$ cat src/rtl/player_move_ctrl.sv
// player_move_ctrl: sequences a map read per move request, hands the
// target tile to mux_tiles and commits the position/key count it returns.
// Optional feature: define STEP_COUNTER_EN to enable the step_count counter
// (otherwise step_count is tied to zero).
// Ports:
//   clk, rst_n                  clock, async active-low reset
//   move_req, move_dir          1-cycle move pulse, 0=up 1=down 2=left 3=right
//   busy, move_done             FSM not idle / move committed pulse
//   map_rd_addr, map_rd_data    {y,x} read address, tile id returned next cycle
//   map_wr_en/_addr/_data       floor write-back over a collected key
//   tile_id, pos_x, pos_y       latched target tile and coordinates
//   player_x, player_y, key_num committed player state
//   goto_x, goto_y, key_num_in  resolution from mux_tiles
//   step_count                  successful-move counter
module player_move_ctrl #(
    parameter int          MAP_W      = 16,
    parameter int          MAP_H      = 16,
    parameter int          START_X    = 1,
    parameter int          START_Y    = 1,
    parameter logic [15:0] FLOOR_TILE = 16'd0
) (
    input  logic        clk,
    input  logic        rst_n,
    input  logic        move_req,
    input  logic [1:0]  move_dir,
    output logic        busy,
    output logic        move_done,
    output logic [7:0]  map_rd_addr,
    input  logic [15:0] map_rd_data,
    output logic        map_wr_en,
    output logic [7:0]  map_wr_addr,
    output logic [15:0] map_wr_data,
    output logic [15:0] tile_id,
    output logic [3:0]  pos_x,
    output logic [3:0]  pos_y,
    output logic [3:0]  player_x,
    output logic [3:0]  player_y,
    output logic [3:0]  key_num,
    input  logic [3:0]  goto_x,
    input  logic [3:0]  goto_y,
    input  logic [3:0]  key_num_in,
    output logic [15:0] step_count
);

    typedef enum logic [1:0] {
        IDLE    = 2'd0,
        RD_WAIT = 2'd1,
        RESOLVE = 2'd2
    } state_t;

    state_t      state_q, state_d;
    logic [3:0]  player_x_q, player_x_d;
    logic [3:0]  player_y_q, player_y_d;
    logic [3:0]  key_num_q, key_num_d;
    logic [15:0] tile_id_q, tile_id_d;
    logic [3:0]  pos_x_q, pos_x_d;
    logic [3:0]  pos_y_q, pos_y_d;
    logic [7:0]  rd_addr_q, rd_addr_d;
    logic        wr_en_q, wr_en_d;
    logic [7:0]  wr_addr_q, wr_addr_d;
    logic        done_q, done_d;

    logic [3:0]  tx, ty;
    logic        tgt_ok;
    logic        key_wrap;
    logic        key_chg;

    // Target tile and edge check for the requested direction.
    always_comb begin
        tx     = player_x_q;
        ty     = player_y_q;
        tgt_ok = 1'b0;
        case (move_dir)
            2'd0: begin
                ty     = player_y_q - 4'd1;
                tgt_ok = (player_y_q != 4'd0);
            end
            2'd1: begin
                ty     = player_y_q + 4'd1;
                tgt_ok = (int'(player_y_q) < MAP_H - 1);
            end
            2'd2: begin
                tx     = player_x_q - 4'd1;
                tgt_ok = (player_x_q != 4'd0);
            end
            default: begin
                tx     = player_x_q + 4'd1;
                tgt_ok = (int'(player_x_q) < MAP_W - 1);
            end
        endcase
    end

    // mux_tiles counts keys in 4 bits; 15 -> 0 is an overflow we refuse.
    assign key_wrap = (key_num_q == 4'hF) && (key_num_in == 4'h0);
    assign key_chg  = (key_num_in != key_num_q) && !key_wrap;

    always_comb begin
        state_d    = state_q;
        player_x_d = player_x_q;
        player_y_d = player_y_q;
        key_num_d  = key_num_q;
        tile_id_d  = tile_id_q;
        pos_x_d    = pos_x_q;
        pos_y_d    = pos_y_q;
        rd_addr_d  = rd_addr_q;
        wr_en_d    = 1'b0;
        wr_addr_d  = wr_addr_q;
        done_d     = 1'b0;
        case (state_q)
            IDLE: begin
                if (move_req && tgt_ok) begin
                    pos_x_d   = tx;
                    pos_y_d   = ty;
                    rd_addr_d = {ty, tx};
                    state_d   = RD_WAIT;
                end
            end
            RD_WAIT: begin
                tile_id_d = map_rd_data;
                state_d   = RESOLVE;
            end
            RESOLVE: begin
                player_x_d = goto_x;
                player_y_d = goto_y;
                if (!key_wrap) begin
                    key_num_d = key_num_in;
                end
                if (key_chg) begin
                    wr_en_d   = 1'b1;
                    wr_addr_d = {pos_y_q, pos_x_q};
                end
                done_d  = 1'b1;
                state_d = IDLE;
            end
            default: state_d = IDLE;
        endcase
    end

    always_ff @(posedge clk or negedge rst_n) begin
        if (!rst_n) begin
            state_q    <= IDLE;
            player_x_q <= 4'(START_X);
            player_y_q <= 4'(START_Y);
            key_num_q  <= 4'd0;
            tile_id_q  <= 16'd0;
            pos_x_q    <= 4'd0;
            pos_y_q    <= 4'd0;
            rd_addr_q  <= 8'd0;
            wr_en_q    <= 1'b0;
            wr_addr_q  <= 8'd0;
            done_q     <= 1'b0;
        end else begin
            state_q    <= state_d;
            player_x_q <= player_x_d;
            player_y_q <= player_y_d;
            key_num_q  <= key_num_d;
            tile_id_q  <= tile_id_d;
            pos_x_q    <= pos_x_d;
            pos_y_q    <= pos_y_d;
            rd_addr_q  <= rd_addr_d;
            wr_en_q    <= wr_en_d;
            wr_addr_q  <= wr_addr_d;
            done_q     <= done_d;
        end
    end

`ifdef STEP_COUNTER_EN
    logic [15:0] step_q, step_d;

    always_comb begin
        step_d = step_q;
        if (state_q == RESOLVE &&
            (goto_x != player_x_q || goto_y != player_y_q) &&
            step_q != 16'hFFFF) begin
            step_d = step_q + 16'd1;
        end
    end

    always_ff @(posedge clk or negedge rst_n) begin
        if (!rst_n) begin
            step_q <= 16'd0;
        end else begin
            step_q <= step_d;
        end
    end

    assign step_count = step_q;
`else
    assign step_count = 16'd0;
`endif

    assign busy        = (state_q != IDLE);
    assign move_done   = done_q;
    assign map_rd_addr = rd_addr_q;
    assign map_wr_en   = wr_en_q;
    assign map_wr_addr = wr_addr_q;
    assign map_wr_data = FLOOR_TILE;
    assign tile_id     = tile_id_q;
    assign pos_x       = pos_x_q;
    assign pos_y       = pos_y_q;
    assign player_x    = player_x_q;
    assign player_y    = player_y_q;
    assign key_num     = key_num_q;

endmodule

$ cat config.mk
export PLATFORM = sky130hd
export DESIGN_NAME = player_move_ctrl
export DESIGN_NICKNAME = d
export VERILOG_FILES = /design/src/rtl/player_move_ctrl.sv
export SDC_FILE = /design/constraint.sdc
export NUM_CORES = 1
export LEC_CHECK = 0
export CORE_MARGIN = 5
export CORE_UTILIZATION = 43
export DETAILED_ROUTE_END_ITERATION = 8
export PLACE_DENSITY = 0.84
export RECOVER_POWER = 100
export SETUP_SLACK_MARGIN = 0.4
export SLEW_MARGIN = 20
export SYNTH_ARGS = -nofsm -noshare
export SYNTH_HDL_FRONTEND = slang
export SYNTH_SLANG_ARGS = --single-unit
$ cat constraint.sdc
create_clock -name clk -period 4.9 [get_ports clk]
set_input_delay 0.98 -clock clk [delete_from_list [all_inputs] [get_ports clk]]
set_output_delay 0.98 -clock clk [all_outputs]
set_load 0.01 [all_outputs]
==> results.yml, run 1 <==
clock_tree:
  cts_hold_buf: 0
  cts_sinks: 48
  cts_made_buffers: 5
  cts_resized: 0
  clockBufferDepth: 2
  post_cts_buffers: 0
  tritoncts: "done"
  clkSlewWorstSetupHoldPaths_ps: 90
  cts_max_level: 2
  clk_latency_ps: 300
  cts-root-buf: "clkbuf_8"
placement:
  place_ws_ps: 1590
  hpwlAfterDp_um: 4000
  place_congestion: 0.791
  io_buffer_count: 87
  dp.cells: 356
power_and_ir_drop:
  powerDensity_mw_per_mm2: 613
  ir_drop_mv: 0.325
  p_leak_nw: 1.44
job:
  cap_violations: 1
routing:
  ant_nets: 0
  drt_iter0_drc: 45
  drt-total-wl_um: 5290
  firstDrtPassIters: 4
  drc_errors: 0
  wire_per_inst_um: 14.5
  vias_per_cell: 4.69
  vias: 1707
critical_path:
  crit_arrival_ps: 3510
  cp_cell_sequence: "dlygate4sd3_1 > or4_2 > o21ai_0 > a41oi_1 > mux2_2"
  cp-start-kind: "input port"
  crit_path_end_kind: "flop"
  crit_path_max_incr_delay_ps: 680
  critPathBufInv: 1
  path_delay_family: "compound AO/OA/AOI/OAI gates"
  cp_max_fo: 9
  crit_slowest_cell: "or4_2"
  critical_path_required_ps: 5090
  path_class: "in -> reg"
sta:
  setup_violations: 0
  tightest_slew_ps: 2560
  hold_violations: 0
  relSlewSlack: -0.703
  grt_setup_unrepaired: "false"
  fmaxAchievable_mhz: 301
  setup_slack_ps: 1570
  final.setup.tns_ps: 0
  skew_ps: 4.73
  maxSlewViolCount: 49
  post-route-min-period_ps: 3330
  post-route-period-util: 0.679
global_routing:
  antenna_found_initial: 0
  grt.overflow.total: 0
  grt_max_degree: 49
  grt_pass1_vias: 1779
  grt_pass1_wl_um: 8580
  grt_usage: 0.143
synth:
  synth_enable_flop_cells: 0
  yosys_most_used_dff: "dfrtp_1"
  postSynthCellCount: 209
  syn_area_mm2: 0.00252
  yosysSeqAreaShare: 0.477
  synth_cell_type_count: 38
  synth-async-reset-ratio: 1.00
  yosysWarnings: 0
  syn_area_per_cell_um2: 12.1
  ys_seq_elements: 48
status:
  violations: "max-capacitance violations, max-slew violations"
  status: "complete, but fails checks"
die:
  dieArea_mm2: 0.00750
  initial_core_util: 0.434
  core.rowCount: 28
  core-area_mm2: 0.00582
  die_y_um: 86.6
  chipWidth_um: 86.6
  top_level_ports: 120
cells_and_area:
  diodes: 0
  final_cell_mix: "55 x dlygate4sd3_1, 46 x dfrtp_1, 40 x mux2_2, 32 x conb_1, 31 x clkdlybuf4s50_1"
  drive_gt1_frac: 0.190
  fin_cells: 364
  mostFrequentLayoutCell: "dlygate4sd3_1"
  synthToLayoutAreaGrowth_pct: 32.7
  final_nets: 325
hold_path:
  hold_class: "reg -> reg"
## final timing paths
check                                from        endpoint  slack [ps]  cells after the start
max                         key_num_in[0]  map_wr_addr[7]        1570                      5
min                        map_wr_addr[2]  map_wr_addr[2]         500                      1
max reg2reg                    state_q[0]  map_wr_addr[7]        1950                      5
min reg2reg                map_wr_addr[2]  map_wr_addr[2]         500                      1
max in group asynchronous           rst_n        pos_y[1]        1980                      1
min in group asynchronous           rst_n     player_y[1]        1460                      1
## metrics by stage
step | utilization | area (um^2) | total power, mW | hold slack (ps)
finish | 0.576 | 3350 | 2.05 | 503
global route | 0.576 | 3350 | 2.22 | 523
CTS | 0.585 | 3400 | 2.21 | 514
detailed placement | 0.564 | 3280 | 1.90 | 492
global placement | 0.564 | 3280 | 1.86 | 486
floorplan | - | 2640 | 1.37 | 550
## cell usage after synthesis, types with 2 or more instances
library cell	number	area, um^2
a21oi_1	3	15.0
a31oi_1	2	12.5
buf_2	2	10.0
buf_4	40	300
clkbuf_1	4	15.0
dfrtp_1	46	1150
dfstp_2	2	52.6
ha_1	3	37.5
inv_1	4	15.0
mux2_2	40	450
nand2_1	16	60.1
nand2b_1	2	12.5
nand4_1	3	18.8
nor2b_1	2	12.5
nor3_1	4	20.0
nor4_1	2	12.5
o21ai_0	4	20.0
or4_4	2	22.5
xnor2_1	9	78.8
## report_power, final
| group | switching, mW | internal [mW] | leakage [nW] |
|---|---|---|---|
| combinational | 0.407 | 0.582 | 0.812 |
| clock | 0.132 | 0.167 | 0.0614 |
| sequential | 0.170 | 0.595 | 0.571 |
| total | 0.709 | 1.34 | 1.44 |
## area by class of cell
class | instances | area (um^2)
well taps | 75 | 93.8
flip-flops and latches | 48 | 1200
repair buffers | 88 | 868
multi-input cells | 141 | 1050
inverters | 4 | 15.0
fillers | 500 | 2470
clock buffers | 6 | 82.6
clock inverters | 2 | 38.8
## kinds of logic (layout without fill, tap and decap cells)
| family | Yosys count | count (layout) | share of synthesized area |
|---|---|---|---|
| compound gates | 18 | 18 | 0.0689 |
| other cells | 1 | 32 | 0.00149 |
| flops | 48 | 48 | 0.477 |
| mux | 40 | 40 | 0.178 |
| simple gates | 37 | 37 | 0.0803 |
| buf+inv | 51 | 100 | 0.136 |
| xor+xnor | 10 | 10 | 0.0347 |
| fa+ha+maj | 4 | 4 | 0.0228 |
## worst register-to-register path: stages, from the launching register on
cell      delay, ps
dfrtp_1         410
nor2b_1         130
clkbuf_1        580
o21ai_0         420
a41oi_1         880
mux2_2          430
## layer usage
layer	global-route usage	routed length [um]
met1	0.175	2090
met2	0.250	2720
met3	0.0399	417
met4	0.0368	65
met5	0	0
## flip-flops by register name, indices dropped and copies added (netlist names), 2 cells and up
signal,count
pos_y,4
pos_x,3
tile_id,16
player_x,4
player_y,4
key_num,4
map_wr_addr,8
state_q,2
No activity file was read; power rests on OpenSTA's default activity.
==> run 2, diff against run 1 <==
CORE_UTILIZATION = 41   (was 43)
PLACE_DENSITY = 0.8   (was 0.84)
clock period = 3.3 ns   (was 4.9 ns; I/O delays follow)
==> run 2 against run 1 <==
  * The flow now finishes without violations
  * Via count increased by 1.4%
  * Sequential share of layout area decreased by 0.13 points
  * Non-clock buffer count increased by 1
  * Clock skew increased by 2.8 ps
  * Sequential power increased by 49%
  * Largest cell class unchanged
  * Critical path type unchanged
  * Hold slack got worse by 130 ps
  * Register-to-register slack got worse by 1200 ps
  * Largest power group unchanged
  * Cell area increased by 0.37%
  * Critical endpoint is now pos_x[2]
  * Cell count increased by 0.27%
  * Clock power increased by 39%
==> results.yml, run 2 (synthesis gave the netlist of run 1 again) <==
power_and_ir_drop:
  ir_drop_mv: 0.521
  swShare: 0.350
  combPwrFrac: 0.488
  pwr-share-seq: 0.375
  power_frac_clock: 0.137
  p_leak_nw: 1.44
  p_int_mw: 1.98
  powerDensity_mw_per_mm2: 905
  p_sw_mw: 1.06
sta:
  setup_slack_ps: 420
  maxSlewViolCount: 0
  grt_setup_unrepaired: "false"
  final.setup.tns_ps: 0
  tightest_slew_ps: 824
  whs_ps: 371
  skew_ps: 7.54
  hold_violations: 0
  post-route-period-util: 0.873
  fmaxAchievable_mhz: 347
  setup_violations: 0
  relSlewSlack: 0.451
  post-route-min-period_ps: 2880
clock_tree:
  clkSlewWorstSetupHoldPaths_ps: 90
  post_cts_buffers: 0
  cts_hold_buf: 0
  cts_sinks: 48
  cts_resized: 0
  cts_max_level: 2
  tritoncts: "done"
  clk_latency_ps: 290
  clockBufferDepth: 2
  cts_made_buffers: 5
  cts-root-buf: "clkbuf_8"
global_routing:
  grt_usage: 0.137
  grt_max_degree: 49
  grt_pass1_wl_um: 8500
  grt.overflow.total: 0
  antenna_found_initial: 0
  grt_pass1_vias: 1885
critical_path:
  crit_slowest_cell: "dlygate4sd3_1"
  crit_arrival_ps: 3070
  cp-start-kind: "input port"
  cp_cell_sequence: "dlygate4sd3_1 > clkbuf_1 > or4_4 > o21bai_4 > o22ai_1 > mux2_2"
  crit_path_end_kind: "flop"
  cp_max_fo: 9
  path_class: "in -> reg"
  path_delay_family: "buffers and inverters"
  critical_path_required_ps: 3490
  crit_path_max_incr_delay_ps: 700
  critPathBufInv: 2
hold_path:
  hold_class: "in -> async"
cells_and_area:
  largest_register_ffs: 16
  final_core_util: 0.564
  synthToLayoutAreaGrowth_pct: 33.2
  diodes: 0
  drive_gt1_frac: 0.193
  final_cell_mix: "55 x dlygate4sd3_1, 46 x dfrtp_1, 40 x mux2_2, 32 x conb_1, 31 x clkdlybuf4s50_1"
  final_nets: 326
  mostFrequentLayoutCell: "dlygate4sd3_1"
die:
  core.rowCount: 28
  initial_core_util: 0.424
  core-area_mm2: 0.00596
  die_y_um: 88.5
  top_level_ports: 120
  chipWidth_um: 88.5
  dieArea_mm2: 0.00782
routing:
  ant_nets: 0
  drc_errors: 0
  drt-total-wl_um: 5280
  drt_iter0_drc: 46
  wire_per_inst_um: 14.5
  firstDrtPassIters: 4
  vias: 1731
  vias_per_cell: 4.74
placement:
  hpwlAfterDp_um: 4040
  place_ws_ps: 481
  place_congestion: 0.777
  io_buffer_count: 87
status:
  status: "finished, final reports clean"
job:
  cap_violations: 0
[run 2: cell types whose count changed in the layout (fill, tap and decap cells not counted), sizes merged]
cell and change:
buf +1
[run 2: power groups by stage]
stage               registers, mW  logic, mW  clock network, mW
detailed placement           1.17       1.65                  0
floorplan                    1.25      0.782                  0
finish                       1.14       1.49              0.417
global placement             1.16       1.62                  0
global route                 1.20       1.62              0.458
CTS                          1.16       1.66              0.434
[run 2: final cells by class]
class | count | area (um^2)
inverter | 4 | 15.0
sequential | 48 | 1200
multi-input combinational | 141 | 1060
clock inverter | 2 | 35.0
clock buffer | 6 | 72.6
timing repair buffer | 89 | 876
tap | 75 | 93.8
fill | 509 | 2590
[run 2: through the flow]
stage / instances / total power, mW / instance area [um^2]
after detailed placement: 357 / 2.82 / 3290
after global placement: 357 / 2.77 / 3290
after CTS: 365 / 3.26 / 3390
after floorplan: 240 / 2.03 / 2640
final: 365 / 3.04 / 3360
after global routing: 365 / 3.29 / 3360
[run 2: worst paths after layout]
path / from / end / slack [ps] / depth (start not counted)
setup reg to reg: state_q[0] / map_wr_addr[6] / 750 / 5
setup / recovery: move_dir[1] / pos_x[2] / 420 / 6
hold reg to reg: tile_id[10] / tile_id[10] / 500 / 1
min in group clk: tile_id[10] / tile_id[10] / 500 / 1
max in group asynchronous: rst_n / tile_id[6] / 2520 / 1
hold / removal: rst_n / player_y[1] / 370 / 1
[run 2: per-layer routing]
layer,vias up,part of all wire,global-route usage
met1,853,0.40,0.161
met2,67,0.52,0.241
met5,-,0,0
met3,7,0.073,0.0447
li1,804,-,-
met4,0,0.011,0.0371
==> run 3, diff against run 2 <==
CORE_ASPECT_RATIO = 1.4   (was unset)
==> run 3 against run 2 <==
  * Fmax increased by 6.7%
  * Global-route usage up 0.27 points
  * Sequential share of layout area about the same
  * Clock power about the same
  * Non-clock buffer count up 1
  * Register-to-register slack better by 40 ps
  * Cell count decreased by 1.1%
  * Cell area about the same
==> results.yml, run 3 (synthesis gave the netlist of run 1 again) <==
status:
  status: "finished, final reports clean"
global_routing:
  grt_pass1_wl_um: 8850
  grt.overflow.total: 0
  grt_usage: 0.140
  grt_max_degree: 49
  grt_pass1_vias: 1855
  antenna_found_initial: 0
critical_path:
  path_class: "in -> reg"
  cp-start-kind: "input port"
  crit_path_max_incr_delay_ps: 590
  path_delay_family: "compound AO/OA/AOI/OAI gates"
  r2r_start: "state_q[0]"
  crit_slowest_cell: "dlygate4sd3_1"
  critPathBufInv: 1
  crit_path_end_kind: "flop"
  cp_max_fo: 9
  r2r_slack_ps: 790
  reg2reg_depth: 5
  critical_path_required_ps: 3490
  timing.rr.end: "map_wr_addr[5]"
  cp_cell_sequence: "dlygate4sd3_1 > or4_4 > o21ai_0 > a41oi_4 > mux2_2"
  crit_arrival_ps: 2890
clock_tree:
  clkSlewWorstSetupHoldPaths_ps: 90
  cts_resized: 0
  cts_made_buffers: 5
  cts_sinks: 48
  post_cts_buffers: 0
  cts_hold_buf: 0
  tritoncts: "done"
  cts_max_level: 2
  cts-root-buf: "clkbuf_8"
  clockBufferDepth: 2
  clk_latency_ps: 300
sta:
  post-route-period-util: 0.818
  setup_slack_ps: 600
  post-route-min-period_ps: 2700
  whs_ps: 503
  relSlewSlack: 0.206
  grt_setup_unrepaired: "false"
  maxSlewViolCount: 0
  final.setup.tns_ps: 0
  setup_violations: 0
  hold_violations: 0
  tightest_slew_ps: 1190
  fmaxAchievable_mhz: 370
  skew_ps: 6.20
placement:
  placed_cell_area_mm2: 0.00329
  hpwlAfterDp_um: 4160
  place_congestion: 0.786
  io_buffer_count: 87
  place_ws_ps: 679
  dp.cells: 353
cells_and_area:
  drive_gt1_frac: 0.199
  largest_register_ffs: 16
  mostFrequentLayoutCell: "dlygate4sd3_1"
  synthToLayoutAreaGrowth_pct: 33.3
  diodes: 0
  final_cell_mix: "56 x dlygate4sd3_1, 46 x dfrtp_1, 40 x mux2_2, 32 x conb_1, 30 x clkdlybuf4s50_1"
  finalInstanceArea_mm2: 0.00336
  fin_cells: 361
  final_core_util: 0.566
  final_nets: 327
die:
  chipWidth_um: 76.3
  dieArea_mm2: 0.00785
  top_level_ports: 120
  core-area_mm2: 0.00595
  die_y_um: 103
  core.rowCount: 33
  initial_core_util: 0.424
hold_path:
  min_to: "tile_id[4]"
  min_from: "tile_id[4]"
  min_path_cells: 1
  hold_class: "reg -> reg"
routing:
  drt-total-wl_um: 5400
  vias_per_cell: 4.85
  drc_errors: 0
  firstDrtPassIters: 4
  ant_nets: 0
  wire_per_inst_um: 15.0
  drt_iter0_drc: 22
  vias: 1752
power_and_ir_drop:
  p_leak_nw: 1.45
  finalPower_mw: 3.05
  powerDensity_mw_per_mm2: 906
  ir_drop_mv: 0.549
job:
  cap_violations: 0
## run 3: worst max path at each step
stage                             start        endpoint  depth (start not counted)  slack, ps
after detailed placement    move_dir[0]        pos_y[3]                          8        680
after CTS                   move_dir[0]        pos_y[3]                          8       1010
after floorplan             move_dir[1]        pos_x[2]                          8       1190
final                     key_num_in[0]  map_wr_addr[5]                          5        600
after global placement      move_dir[0]        pos_y[1]                          6        730
after global routing           move_req        pos_y[1]                          5        490
## run 3: routing by layer
layer,vias to the layer above,global-route usage,part of all wire,wire length (um)
met5,-,0,0,0
met4,0,0.0417,0.012,66
met3,6,0.0664,0.14,730
met2,96,0.243,0.48,2580
met1,843,0.153,0.37,2030
li1,807,-,-,-
## run 3: area by class of cell
type | count | area, um^2
inverter | 4 | 15.0
sequential | 48 | 1200
multi-input combinational | 141 | 1060
tap | 70 | 87.6
fill | 530 | 2580
timing repair buffer | 90 | 885
clock buffer | 6 | 72.6
clock inverter | 2 | 35.0
## run 3: power by group
group          internal (mW)  switching [mW]  total [mW]
Clock                  0.225           0.191       0.416
Combinational          0.865           0.625        1.49
Sequential             0.886           0.257        1.14
Total                   1.98            1.07        3.05
